`src/rtl/spi_loader_master.sv`:
```
// SPI/QSPI master that streams 32-bit words into PULPino L2 through the boot SPI slave.
// Frame order: optional QPI-enable (reg0 <= 0x01), then write command 0x02, start address and N data words.
module spi_loader_master #(
    parameter int HALF_PERIOD = 2,
    parameter int CS_GAP      = 4,
    parameter int LEN_W       = 16
) (
    input  logic             clk,
    input  logic             rst,
    input  logic             start_i,
    input  logic             qpi_en_i,
    input  logic [31:0]      addr_i,
    input  logic [LEN_W-1:0] len_i,
    input  logic [31:0]      data_i,
    input  logic             data_valid_i,
    output logic             data_ready_o,
    output logic             busy_o,
    output logic             done_o,
    output logic             spi_sck_o,
    output logic             spi_csn_o,
    output logic [1:0]       spi_mode_o,
    output logic [3:0]       spi_sdo_o
);

    localparam int HP_W  = (HALF_PERIOD > 1) ? $clog2(HALF_PERIOD) : 1;
    localparam int GAP_W = (CS_GAP > 1) ? $clog2(CS_GAP) : 1;
    localparam logic [HP_W-1:0]  HP_MAX  = HP_W'(HALF_PERIOD - 1);
    localparam logic [GAP_W-1:0] GAP_MAX = GAP_W'(CS_GAP - 1);
    localparam logic [31:0] QPI_WORD = 32'h0101_0000;
    localparam logic [31:0] CMD_WORD = 32'h0200_0000;

    typedef enum logic [3:0] {
        IDLE    = 4'd0,
        QPI_FRM = 4'd1,
        GAP     = 4'd2,
        CMD     = 4'd3,
        ADDR    = 4'd4,
        LOAD    = 4'd5,
        DATA    = 4'd6,
        TAIL    = 4'd7,
        DONE    = 4'd8
    } state_t;

    state_t           state_r;
    logic [31:0]      sh_r;
    logic [5:0]       units_r;
    logic [HP_W-1:0]  hp_r;
    logic [GAP_W-1:0] gap_r;
    logic             sck_r;
    logic             csn_r;
    logic [3:0]       sdo_r;
    logic [1:0]       mode_r;
    logic             quad_r;
    logic [31:0]      addr_r;
    logic [LEN_W-1:0] len_r;
    logic             ready_r;
    logic             busy_r;
    logic             done_r;
    logic             hp_end_s;
    logic             wide_s;

    // Leading shift unit of a left-aligned word: one bit on sdo[0] or one nibble on sdo[3:0].
    function automatic logic [3:0] unit_of(input logic [31:0] v, input logic wide);
        unit_of = wide ? v[31:28] : {3'b000, v[31]};
    endfunction

    function automatic logic [31:0] shift_of(input logic [31:0] v, input logic wide);
        shift_of = wide ? {v[27:0], 4'h0} : {v[30:0], 1'b0};
    endfunction

    assign hp_end_s = (hp_r == HP_MAX);
    // The QPI-enable frame is always single-lane even though quad_r is already set.
    assign wide_s   = quad_r && (state_r != QPI_FRM);

    // Sequencer: frame states, SCK/CSN generation and the shift datapath
    always_ff @(posedge clk) begin
        if (rst) begin
            state_r <= IDLE;
            sh_r    <= 32'h0000_0000;
            units_r <= 6'd0;
            hp_r    <= '0;
            gap_r   <= '0;
            sck_r   <= 1'b0;
            csn_r   <= 1'b1;
            sdo_r   <= 4'h0;
            mode_r  <= 2'b00;
            quad_r  <= 1'b0;
            addr_r  <= 32'h0000_0000;
            len_r   <= '0;
            ready_r <= 1'b0;
            busy_r  <= 1'b0;
            done_r  <= 1'b0;
        end else begin
            case (state_r)
                IDLE: begin
                    if (start_i) begin
                        if (len_i != '0) begin
                            addr_r <= addr_i;
                            len_r  <= len_i;
                            quad_r <= qpi_en_i;
                            busy_r <= 1'b1;
                            csn_r  <= 1'b0;
                            sck_r  <= 1'b0;
                            hp_r   <= '0;
                            if (qpi_en_i) begin
                                state_r <= QPI_FRM;
                                sdo_r   <= unit_of(QPI_WORD, 1'b0);
                                sh_r    <= shift_of(QPI_WORD, 1'b0);
                                units_r <= 6'd16;
                            end else begin
                                state_r <= CMD;
                                sdo_r   <= unit_of(CMD_WORD, 1'b0);
                                sh_r    <= shift_of(CMD_WORD, 1'b0);
                                units_r <= 6'd8;
                            end
                        end else begin
                            state_r <= DONE;
                            done_r  <= 1'b1;
                        end
                    end else begin
                        state_r <= IDLE;
                    end
                end
                QPI_FRM, CMD, ADDR, DATA: begin
                    if (!hp_end_s) begin
                        hp_r <= hp_r + HP_W'(1);
                    end else begin
                        hp_r <= '0;
                        if (!sck_r) begin
                            sck_r <= 1'b1;
                        end else begin
                            sck_r <= 1'b0;
                            if (units_r != 6'd1) begin
                                sdo_r   <= unit_of(sh_r, wide_s);
                                sh_r    <= shift_of(sh_r, wide_s);
                                units_r <= units_r - 6'd1;
                            end else begin
                                // Last falling edge of the current field: chain into the next one.
                                case (state_r)
                                    QPI_FRM: begin
                                        state_r <= GAP;
                                        csn_r   <= 1'b1;
                                        sdo_r   <= 4'h0;
                                        mode_r  <= 2'b01;
                                        gap_r   <= '0;
                                    end
                                    CMD: begin
                                        state_r <= ADDR;
                                        sdo_r   <= unit_of(addr_r, quad_r);
                                        sh_r    <= shift_of(addr_r, quad_r);
                                        units_r <= quad_r ? 6'd8 : 6'd32;
                                    end
                                    ADDR: begin
                                        state_r <= LOAD;
                                        sdo_r   <= 4'h0;
                                        ready_r <= 1'b1;
                                    end
                                    default: begin
                                        sdo_r <= 4'h0;
                                        if (len_r != '0) begin
                                            state_r <= LOAD;
                                            ready_r <= 1'b1;
                                        end else begin
                                            state_r <= TAIL;
                                            csn_r   <= 1'b1;
                                            mode_r  <= 2'b00;
                                            gap_r   <= '0;
                                        end
                                    end
                                endcase
                            end
                        end
                    end
                end
                LOAD: begin
                    if (data_valid_i && ready_r) begin
                        state_r <= DATA;
                        ready_r <= 1'b0;
                        len_r   <= len_r - LEN_W'(1);
                        hp_r    <= '0;
                        sdo_r   <= unit_of(data_i, quad_r);
                        sh_r    <= shift_of(data_i, quad_r);
                        units_r <= quad_r ? 6'd8 : 6'd32;
                    end else begin
                        state_r <= LOAD;
                    end
                end
                GAP: begin
                    if (gap_r == GAP_MAX) begin
                        state_r <= CMD;
                        csn_r   <= 1'b0;
                        sck_r   <= 1'b0;
                        hp_r    <= '0;
                        sdo_r   <= unit_of(CMD_WORD, 1'b1);
                        sh_r    <= shift_of(CMD_WORD, 1'b1);
                        units_r <= 6'd2;
                    end else begin
                        gap_r <= gap_r + GAP_W'(1);
                    end
                end
                TAIL: begin
                    if (gap_r == GAP_MAX) begin
                        state_r <= DONE;
                        done_r  <= 1'b1;
                        busy_r  <= 1'b0;
                    end else begin
                        gap_r <= gap_r + GAP_W'(1);
                    end
                end
                DONE: begin
                    state_r <= IDLE;
                    done_r  <= 1'b0;
                end
                default: begin
                    state_r <= IDLE;
                end
            endcase
        end
    end

    assign data_ready_o = ready_r;
    assign busy_o       = busy_r;
    assign done_o       = done_r;
    assign spi_sck_o    = sck_r;
    assign spi_csn_o    = csn_r;
    assign spi_mode_o   = mode_r;
    assign spi_sdo_o    = sdo_r;

endmodule

```
`config.mk`:
```
export PLATFORM = sky130hd
export DESIGN_NAME = spi_loader_master
export DESIGN_NICKNAME = d
export VERILOG_FILES = /design/src/rtl/spi_loader_master.sv
export SDC_FILE = /design/constraint.sdc
export NUM_CORES = 1
export LEC_CHECK = 0
export ABC_AREA = 1
export CORE_AREA = 8 8 120 122
export CTS_CLUSTER_SIZE = 28
export DETAILED_ROUTE_END_ITERATION = 10
export DIE_AREA = 0 0 128 130
export PLACE_DENSITY = 0.79
export SYNTH_ARGS = -nofsm -noshare
export SYNTH_HDL_FRONTEND = slang
export SYNTH_SLANG_ARGS = --single-unit
```
`constraint.sdc`:
```
create_clock -name clk -period 2.2 [get_ports clk]
set_clock_uncertainty 0.1 [all_clocks]
set_input_delay 0.33 -clock clk [delete_from_list [all_inputs] [get_ports clk]]
set_output_delay 0.33 -clock clk [all_outputs]
set_load 0.01 [all_outputs]
```
[After elaboration in Yosys (flattened, before gate mapping)]
Cells that the tools add are included.
Cells by class
  add/sub/neg operators: 4
  equality and inequality tests: 27
  multiplexer cells: 88
  bitwise gates (word level): 2
  reduce and logical (&&, ||, !) cells: 29
Operators with widths (number)
  $mux W32: 11
  $pmux W32 S4: 1
  $mux W4: 18
  $mux W6: 9
  $mux W16: 3
  $pmux W16 S2: 1
  $reduce_bool A16 Y1: 2
  $mux W27: 1
  $ne A2 B2 Y1 const B: 12
  $pmux W6 S4: 1
  $reduce_and A7 Y1: 3
  $mux W1: 20
  $pmux W4 S5: 1
  $eq A4 B3 Y1 const B: 4
  $mux W2: 8
  $pmux W4 S4: 1
  $sub A16 B1 Y16 const B: 1
  $reduce_and A5 Y1: 3
  $pmux W2 S2: 3
  $reduce_and A4 Y1: 3
  $ne A3 B3 Y1 const B: 3
  $pmux W1 S3: 3
  $pmux W3 S3: 1
  $reduce_and A9 Y1: 1
  other kinds (24): 36
Storage, ports and cells
  flip-flop bits (word level): 105
  input bits: 85
  output and inout port bits: 11
  word-level logic and storage cells: 165

[Longest topological paths before layout]
Gate-level depths: netlist of run 1.
  word-level depth: 7
  depth in mapped cells: 14
  mapped depth without buffers: 13

[Worst setup path after synthesis of run 1]
OpenSTA, ideal clock, no wires.
  path type: register to register
  start: register state_r[1]
  end: register sh_r[11]
  setup time: 0.143 ns
  data arrival time: 1.493 ns
  required time: 1.957 ns
  setup slack: 0.463 ns
  cell stages (with the launch flop): 13
  path buffers: 3
  clock period less this slack: 1.737 ns
  cells stage by stage: dfxtp_1 buf_2 inv_1 nand2_1 nor2_4 nand3_1 nand2_1 nor2_4 nand2_4 buf_8 buf_12 nand2_2 a21oi_2
On the way
  longest elaborated chain between the ends: 7
  elaborated cells between the ends (all ways): 24
  classes of those cells: eq/ne (14); mux (5); reduce/logical (5)
Ends and longest elaborated chain
  from (decl): line 44  | state_t state_r;
  from (signal assigned): line 78  | state_r <= IDLE;
  from (signal assigned): line 106  | state_r <= QPI_FRM;
  from (signal assigned): line 111  | state_r <= CMD;
  $ne A4 B1 Y1: line 73  | assign wide_s = quad_r && (state_r != QPI_FRM);
  $logic_and A1 B1 Y1: line 73
  $mux W32: line 68  | shift_of = wide ? {v[27:0], 4'h0} : {v[30:0], 1'b0};
  $mux W32: line 133  | if (units_r != 6'd1) begin
  $mux W32: line 129  | if (!sck_r) begin
  $mux W32: line 125  | if (!hp_end_s) begin
  $pmux W32 S4: line 94  | case (state_r)
  to (signal assigned): line 108  | sh_r <= shift_of(QPI_WORD, 1'b0);
  to (signal assigned): line 135  | sh_r <= shift_of(sh_r, wide_s);
  to (signal assigned): line 150  | sh_r <= shift_of(addr_r, quad_r);
  to (decl): line 45  | logic [31:0] sh_r;
Parallel ways exist; a longest one is shown, timed or not. The select of a mux whose other input is x is not followed.
A chain may end at the register's enable or synchronous reset.

[Final worst setup path of run 1]
  start: register state_r[0]
  end: register sh_r[15]
The elaborated chain is that of the path after synthesis.

==> results of run 1 <==
==> metrics by stage <==
| step | TNS [ns] | setup WS, ns |
|---|---|---|
| after floorplan | 0 | 0.463 |
| after global placement | -5.90 | -0.217 |
| after detailed placement | -7.27 | -0.269 |
| after CTS | 0 | 0.00806 |
| after global routing | 0 | 0.00393 |
| final | 0 | 0.112 |
==> cell usage after synthesis, drive strengths merged (2+ instances only) <==
cell    count  area [µm²]
nand2     411        1620
inv       128         480
o21ai     117         586
a21oi     103         591
dfxtp     103        2060
nor2       85         362
nand3      57         285
clkbuf     31         116
buf        28         189
o211ai     16         120
nor3       11        55.1
nand4       6        37.5
ha          4        50.1
or2         3        18.8
a21boi      2        15.0
a31oi       2        12.5
nand3b      2        15.0
xnor2       2        17.5
xor2        2        17.5
==> critical path: cells and delay by family, from the launching register on <==
family          cells  cell delay, ns
simple gates        7            1.10
compound gates      1            0.15
buf+inv             2            0.18
flops               1            0.48
==> sequential cells by signal, indices dropped and copies added, names as in the netlist, 2 cells and up <==
name,count
addr_r,32
sh_r,31
len_r,16
units_r,6
spi_sdo_o,4
state_r,4
gap_r,2
==> area by class of cell <==
type                       instances  share of cell area
clock buffer                      12              0.0321
multi-input combinational        830               0.466
clock inverter                     4             0.00618
inverter                         129              0.0584
sequential                       103               0.249
timing repair buffer             134               0.163
tap                              172              0.0259
==> kinds of logic after synthesis <==
logic type / after synthesis
AO/OA/AOI/OAI: 242
XOR/XNOR: 4
adder cells (fa/ha/maj): 4
buffers and inverters: 188
flip-flops: 103
multiplexers: 1
other: 1
AND/OR/NAND/NOR: 577
==> power groups by stage <==
stage,logic [mW],clock network [mW],registers (mW)
6_report,4.04,1.72,2.65
5_1_grt,4.51,1.80,2.70
4_1_cts,3.97,1.72,2.64
3_5_place_dp,3.92,0,2.67
3_3_place_gp,3.88,0,2.66
2_1_floorplan,2.83,0,2.59
==> metal layers <==
| layer | wire length [µm] | vias to the layer above | global-route usage |
|---|---|---|---|
| li1 | - | 3730 | - |
| met2 | 8650 | 324 | 0.383 |
| met5 | 0 | - | 0 |
| met1 | 9330 | 3244 | 0.322 |
| met4 | 374 | 0 | 0.0930 |
| met3 | 1680 | 30 | 0.0477 |
==> how the worst min path moves through the flow <==
stage	start	slack [ns]	endpoint	depth (start not counted)
floorplan	addr_r[0]	0.34	addr_r[0]	2
global placement	busy_o	0.34	busy_o	2
detailed placement	busy_o	0.34	busy_o	2
CTS	busy_o	0.35	busy_o	2
global route	busy_o	0.36	busy_o	2
finish	busy_o	0.35	busy_o	2
==> timing repair <==
action | 4_1_cts | 5_1_grt
endpoints found under the setup margin | 31 | 32
pin swaps | 1 | 1
resized for setup | 0 | 7
gates cloned | 1 | 0
==> results.cfg, run 1 <==
[global_route]
antenna_found_initial = 0
grt_pass1_wl_um = 32600
grtUsageTotal = 0.243
grt_pass1_vias = 6709
overflow = 0
grt_max_degree = 56

[synthesis]
ys_warn_count = 0
mappedNetlistArea_um2 = 6700
avgSynthCellArea_um2 = 5.98
synth_edf_count = 0
synth_xor_area_frac = 0.00523
synth_compound_area_frac = 0.200
synthAdderAreaFrac = 0.00747
synthMuxAreaShare = 0.00149
yosysUniqueCellTypes = 37
ys_seq_elements = 103
syn-num-nets = 1209
seq_area_frac_synth = 0.308
synth-main-ff-cell = dfxtp_1
synth_top_family_by_area = simple AND/OR/NAND/NOR gates
yosys.area_share.simple = 0.360
netlist_instances = 1120
postSynth.asyncResetShare = 0

[worst_setup_path]
cpMostUsedCell = nand2_2
crit_path_max_fanout = 17
slowest_delay_ns = 0.48
start_kind = flop
r2r_cells = 10
r2r_start = state_r[0]
startpoint = state_r[0]
arrival_ns = 2.28
path_cells = inv_2, nand2_2, nand2_4, nand2_2, nand2_2, inv_2, nand2_2, nor2_4, nand2_1, a21oi_2
ff2ff_setup_slack_ns = 0.11
r2r-end = sh_r[15]
endpoint = sh_r[15]
cp-end-kind = flop
path_class = flop to flop
critPathSlowestCell = dfxtp_1
critPathRequiredTime_ns = 2.39

[power]
p_per_area_nw_per_um2 = 1010
combPwrFrac = 0.480
p_clk_frac = 0.205
p_switching_mw = 3.66
total_power_mw = 8.41
p_int_mw = 4.74
switching_share = 0.436
pwr-share-seq = 0.315
leakagePower_nw = 3.60
ir_worst_vdd_mv = 0.479

[clocking]
clkTransAtPathRegs_ns = 0.07
holdBufCountCts = 0
cts_tree = yes
cts.sinks = 103
cts_max_level = 3
cts_root_buffer = clkbuf_16
post-cts-setup-buffer-count = 0
cts_buffer_depth = 2
cts_buffers = 9
clock_latency_ns = 0.36

[drt]
drtIter0Drc = 827
first_pass_iters = 5
wirelength_um = 20000
antenna_left = 0
num_vias = 7328
vias_per_cell = 5.29
wl_per_cell_um = 14.5
drc = 0

[timing]
fin_crit_sh = 0.949
slew_viol_final = 0
timing.hold.ws_ns = 0.350
period_needed_ns = 2.09
hold_viol_final = 0
rsz0062_at_grt = no
slew_headroom = 0.550
max_freq_ghz = 0.479
tightest_slew_ns = 0.675
final-setup-viol-count = 0

[die]
die_area_um2 = 16600
num_rows = 41
initial_core_util = 0.540
ios = 96
core_area_um2 = 12400
die_x_um = 128
die_y_um = 130

[final_layout]
seq_area_um2 = 2060
final_cell_area_um2 = 8300
fin_util = 0.668
multi_input_area_um2 = 3870
instances_no_fill = 1384
layout_commonest_cell = nand2_1
drive_above_1_share = 0.105
finish.net_count = 1296
diodes = 0
final_cell_mix = 383 x nand2_1, 121 x inv_1, 111 x o21ai_0
syn_to_final_growth_pct = 23.9
fill_cells = 1153

[place]
portBuffers = 94
dp_hpwl_um = 14500
gp_congestion = 0.931
placedInstanceArea_um2 = 7950
placed_cells = 1367

[job]
maxCapViolCount = 0

[worst_hold_path]
hold_path_class = flop to flop

[status]
status = finished clean
No activity file was read; power rests on OpenSTA's default activity.
==> inputs of run 2 (changes only) <==
- CELL_PAD_IN_SITES_DETAIL_PLACEMENT: unset -> 1
- CELL_PAD_IN_SITES_GLOBAL_PLACEMENT: unset -> 2
- CORE_AREA: 8 8 120 122 -> 8 8 161 163
- DIE_AREA: 0 0 128 130 -> 0 0 169 171
- PLACE_DENSITY: 0.79 -> unset
- PLACE_DENSITY_LB_ADDON: unset -> 0.1
==> run 2 against run 1 <==
Net effect:
- highest routed layer unchanged
- fmax grew 2.4%
- critical path depth grew 2
- critical path type unchanged
- worst hold slack gained 0.0059 ns
- via count shrank 0.86%
- critical endpoint is now sh_r[2]
==> results.cfg, run 2 (synthesis gave the netlist of run 1 again) <==
[place]
placed_cells = 1540
placedInstanceArea_um2 = 8340
portBuffers = 94
dp_hpwl_um = 20000
gp_congestion = 0.856

[final_layout]
final_cell_area_um2 = 8700
layout_commonest_cell = nand2_1
syn_to_final_growth_pct = 29.9
diodes = 0
fill_cells = 3067
instances_no_fill = 1556
largest_reg_flops = 32
largest_register = addr_r
largestRegisters = addr_r x32, sh_r x31, len_r x16
finish.net_count = 1322
final_cell_mix = 381 x nand2_1, 121 x inv_1, 111 x o21ai_0
drive_above_1_share = 0.125

[global_route]
overflow = 0
grt_pass1_vias = 7605
antenna_found_initial = 0
grt_pass1_wl_um = 41800
grt_max_degree = 60
grtUsageTotal = 0.185

[worst_setup_path]
path_class = flop to flop
r2r_cells = 12
start_kind = flop
critPathRequiredTime_ns = 2.38
arrival_ns = 2.22
crit_path_max_fanout = 6
cp-end-kind = flop

[clocking]
clkTransAtPathRegs_ns = 0.08
post-cts-setup-buffer-count = 0
cts_buffer_depth = 2
cts_tree = yes
clock_latency_ns = 0.36
cts.sinks = 103
holdBufCountCts = 0
cts_max_level = 3
cts_root_buffer = clkbuf_16
cts_buffers = 9

[timing]
period_needed_ns = 2.04
final-setup-viol-count = 0
rsz0062_at_grt = no
slew_viol_final = 0
slew_headroom = 0.499
hold_viol_final = 0
tightest_slew_ns = 0.752
fin_crit_sh = 0.927
max_freq_ghz = 0.491

[power]
p_per_area_nw_per_um2 = 1020
ir_worst_vdd_mv = 0.408
leakagePower_nw = 3.72

[drt]
drtIter0Drc = 355
wl_per_cell_um = 16.8
first_pass_iters = 4
wirelength_um = 26100
vias_per_cell = 4.67
antenna_left = 0
drc = 0
num_vias = 7265

[status]
status = finished clean

[job]
maxCapViolCount = 0

[worst_hold_path]
hold_path_class = flop to flop
whs_path_depth = 2

[die]
core_area_um2 = 23300
die_y_um = 171
ios = 96
num_rows = 56
die_area_um2 = 28900
die_x_um = 169
initial_core_util = 0.288
[run 2: path summary, 6_finish.rpt]
check	from	to	slack [ns]
worst max-delay path	gap_r[0]	sh_r[2]	0.16
worst min-delay path	busy_o	busy_o	0.36
worst max register to register	gap_r[0]	sh_r[2]	0.16
worst min register to register	busy_o	busy_o	0.36
[run 2: final cells by class]
class                      count  area (µm²)  share of cell area
inverter                     129         487              0.0559
timing repair buffer         160        1550               0.178
clock inverter                 5        82.6             0.00949
sequential                   103        2070               0.237
tap                          319         399              0.0459
multi-input combinational    830        3880               0.446
clock buffer                  10         239              0.0275
[run 2: critical path, stage by stage (launching register included)]
cell	delay, ns
dfxtp_1	0.33
ha_1	0.24
inv_1	0.09
nand4_1	0.17
nand2_2	0.13
inv_2	0.04
nand2_2	0.14
buf_4	0.14
inv_2	0.04
nand2_4	0.13
buf_4	0.18
nand2_1	0.06
a21oi_1	0.15
[run 2: routing by layer]
layer / wire, µm / global-route usage / share of wire / vias to the layer above
met4: 269 / 0.0439 / 0.010 / 0
met2: 12000 / 0.312 / 0.46 / 128
met3: 1200 / 0.0316 / 0.046 / 17
li1: - / - / - / 3772
met5: 0 / 0 / 0 / -
met1: 12600 / 0.242 / 0.48 / 3348
[run 2: stage by stage]
| stage | hold slack [ns] | total power [mW] | setup WS, ns | setup TNS (ns) | utilization |
|---|---|---|---|---|---|
| finish | 0.355 | 8.89 | 0.161 | 0 | 0.374 |
| global placement | 0.338 | 7.02 | -0.404 | -15.95 | 0.359 |
| CTS | 0.364 | 8.96 | 0.0475 | 0 | 0.373 |
| detailed placement | 0.350 | 7.06 | -0.427 | -18.82 | 0.359 |
| floorplan | 0.339 | 5.42 | 0.463 | 0 | - |
| global route | 0.393 | 9.61 | 0.0113 | 0 | 0.374 |
[run 2: power by group]
part           switching (mW)  internal (mW)  total, mW
logic                    2.80           1.61       4.42
registers               0.333           2.31       2.65
clock network           0.799           1.02       1.82
total                    3.94           4.95       8.89
[run 2: what timing repair did]
action,CTS,global route
endpoints found under the hold margin,0,0
resized for setup,1,9
setup endpoints to repair,31,49
cloned,1,0
==> inputs of run 3 (changes only) <==
- CORE_AREA: 8 8 161 163 -> 8 8 206 129
- DIE_AREA: 0 0 169 171 -> 0 0 214 137
==> run 3 against run 2 <==
Net effect:
- wire length is 5.1% higher
- final area is 1.5% higher
- first-iteration DRC count is 4.8% lower
- clock-buffer cell count stayed put
- worst setup slack worse by 0.032 ns
- critical path depth is 4 lower
- combinational power is 5.4% higher
- worst hold slack better by 0.0024 ns
- fmax is 1.5% lower
- utilization hardly changed
- final cell count is 1.7% higher
- total power is 0.99% higher
- largest power group unchanged
==> results.cfg, run 3 (synthesis gave the netlist of run 1 again) <==
[drt]
first_pass_iters = 4
wl_per_cell_um = 17.3
drc = 0
drtIter0Drc = 338
antenna_left = 0
num_vias = 7355
wirelength_um = 27400
vias_per_cell = 4.65

[worst_setup_path]
arrival_ns = 2.29
r2r_cells = 8
path_cells = buf_4, a31oi_1, nand2_1, inv_1, nand2_1, nor2_4, nand2_1, a21oi_2
slowest_delay_ns = 0.50
path_class = flop to flop
critPathSlowestCell = nor2_4
cpMostUsedCell = nand2_1
start_kind = flop
cp-end-kind = flop
crit_path_max_fanout = 17
critPathRequiredTime_ns = 2.42

[final_layout]
finish.net_count = 1344
fin_util = 0.374
instances_no_fill = 1583
layout_commonest_cell = nand2_1
drive_above_1_share = 0.141
final_cell_mix = 382 x nand2_1, 121 x inv_1, 111 x o21ai_0
fill_cells = 3089
largestRegisters = addr_r x32, sh_r x31, len_r x16
largest_register = addr_r
largest_reg_flops = 32
syn_to_final_growth_pct = 31.8

[timing]
period_needed_ns = 2.07
hold_viol_final = 0
max_freq_ghz = 0.483
finalSetupTns_ns = 0
slew_headroom = 0.504
fin_crit_sh = 0.941
slew_viol_final = 0
tightest_slew_ns = 0.745
final-setup-viol-count = 0

[power]
total_power_mw = 8.97
p_per_area_nw_per_um2 = 1020
ir_worst_vdd_mv = 0.451
leakagePower_nw = 3.81

[place]
placed_cells = 1563
dp_hpwl_um = 21200
portBuffers = 94
gp_congestion = 0.798

[die]
initial_core_util = 0.284
num_rows = 44
core_area_um2 = 23600
die_y_um = 137
die_area_um2 = 29300
ios = 96
die_x_um = 214

[clocking]
holdBufCountCts = 0
cts.sinks = 103
cts_max_level = 3
cts_tree = yes
cts_root_buffer = clkbuf_16
cts_buffers = 9
cts_buffer_depth = 2
clock_latency_ns = 0.39
clkTransAtPathRegs_ns = 0.08

[global_route]
antenna_found_initial = 0
overflow = 0
grtUsageTotal = 0.188
grt_pass1_wl_um = 42900
grt_pass1_vias = 7420
grt_max_degree = 49

[status]
status = finished clean

[job]
maxCapViolCount = 0

[worst_hold_path]
hold_path_class = flop to flop
whs_path_depth = 2
run 3: changes by cell type in the layout (fill, tap and decap cells not counted), sizes merged:
cell      before  now
bufinv         2    0
diode          0    1
inv          128  130
clkinvlp       3    1
buf           67   89
clkinv         1    4
run 3: per-layer routing:
metal	track usage	vias to the layer above	wire length, µm
met3	0.0424	12	1100
met5	0	-	0
met1	0.295	3419	15800
li1	-	3822	-
met2	0.252	102	10300
met4	0.0328	0	194
run 3: timing repair:
action,in CTS,in global routing
endpoints found under the setup margin,30,46
pin swaps,1,2
cloned,1,0
setup buffers,0,2
endpoints found under the hold margin,0,0
resized for setup,3,9
run 3: final timing paths:
path / start / end / slack [ns]
worst max register to register: state_r[1] / sh_r[7] / 0.13
worst min register to register: done_o / done_o / 0.36
worst min-delay path: done_o / done_o / 0.36
worst max-delay path: state_r[1] / sh_r[7] / 0.13
run 3: through the flow:
step                setup WS, ns  hold WS, ns  instance area, µm²
floorplan                  0.463        0.339                6700
global placement          -0.359        0.351                8470
detailed placement        -0.401        0.349                8470
CTS                       0.0579        0.352                8780
global route            -0.00180        0.378                8830
finish                     0.130        0.358                8830
run 3: power breakdown:
part | switching [mW] | internal, mW
clock network | 0.850 | 0.817
logic | 2.95 | 1.71
registers | 0.337 | 2.31
run 3: layout make-up:
type,instances,area (µm²),area share
Multi-Input combinational cell,830,3890,0.440
Sequential cell,103,2070,0.234
Timing Repair Buffer,182,1690,0.192
Inverter,129,484,0.0548
Tap cell,322,403,0.0456
Clock buffer,10,239,0.0271
Clock inverter,6,53.8,0.00609
Antenna cell,1,2.50,0.000283
run 3: critical path: cells and delay by family (launching register included):
family	cells	cell delay [ns]
AND/OR/NAND/NOR	4	0.95
AO/OA/AOI/OAI	2	0.32
buffers and inverters	2	0.25
flip-flops	1	0.38
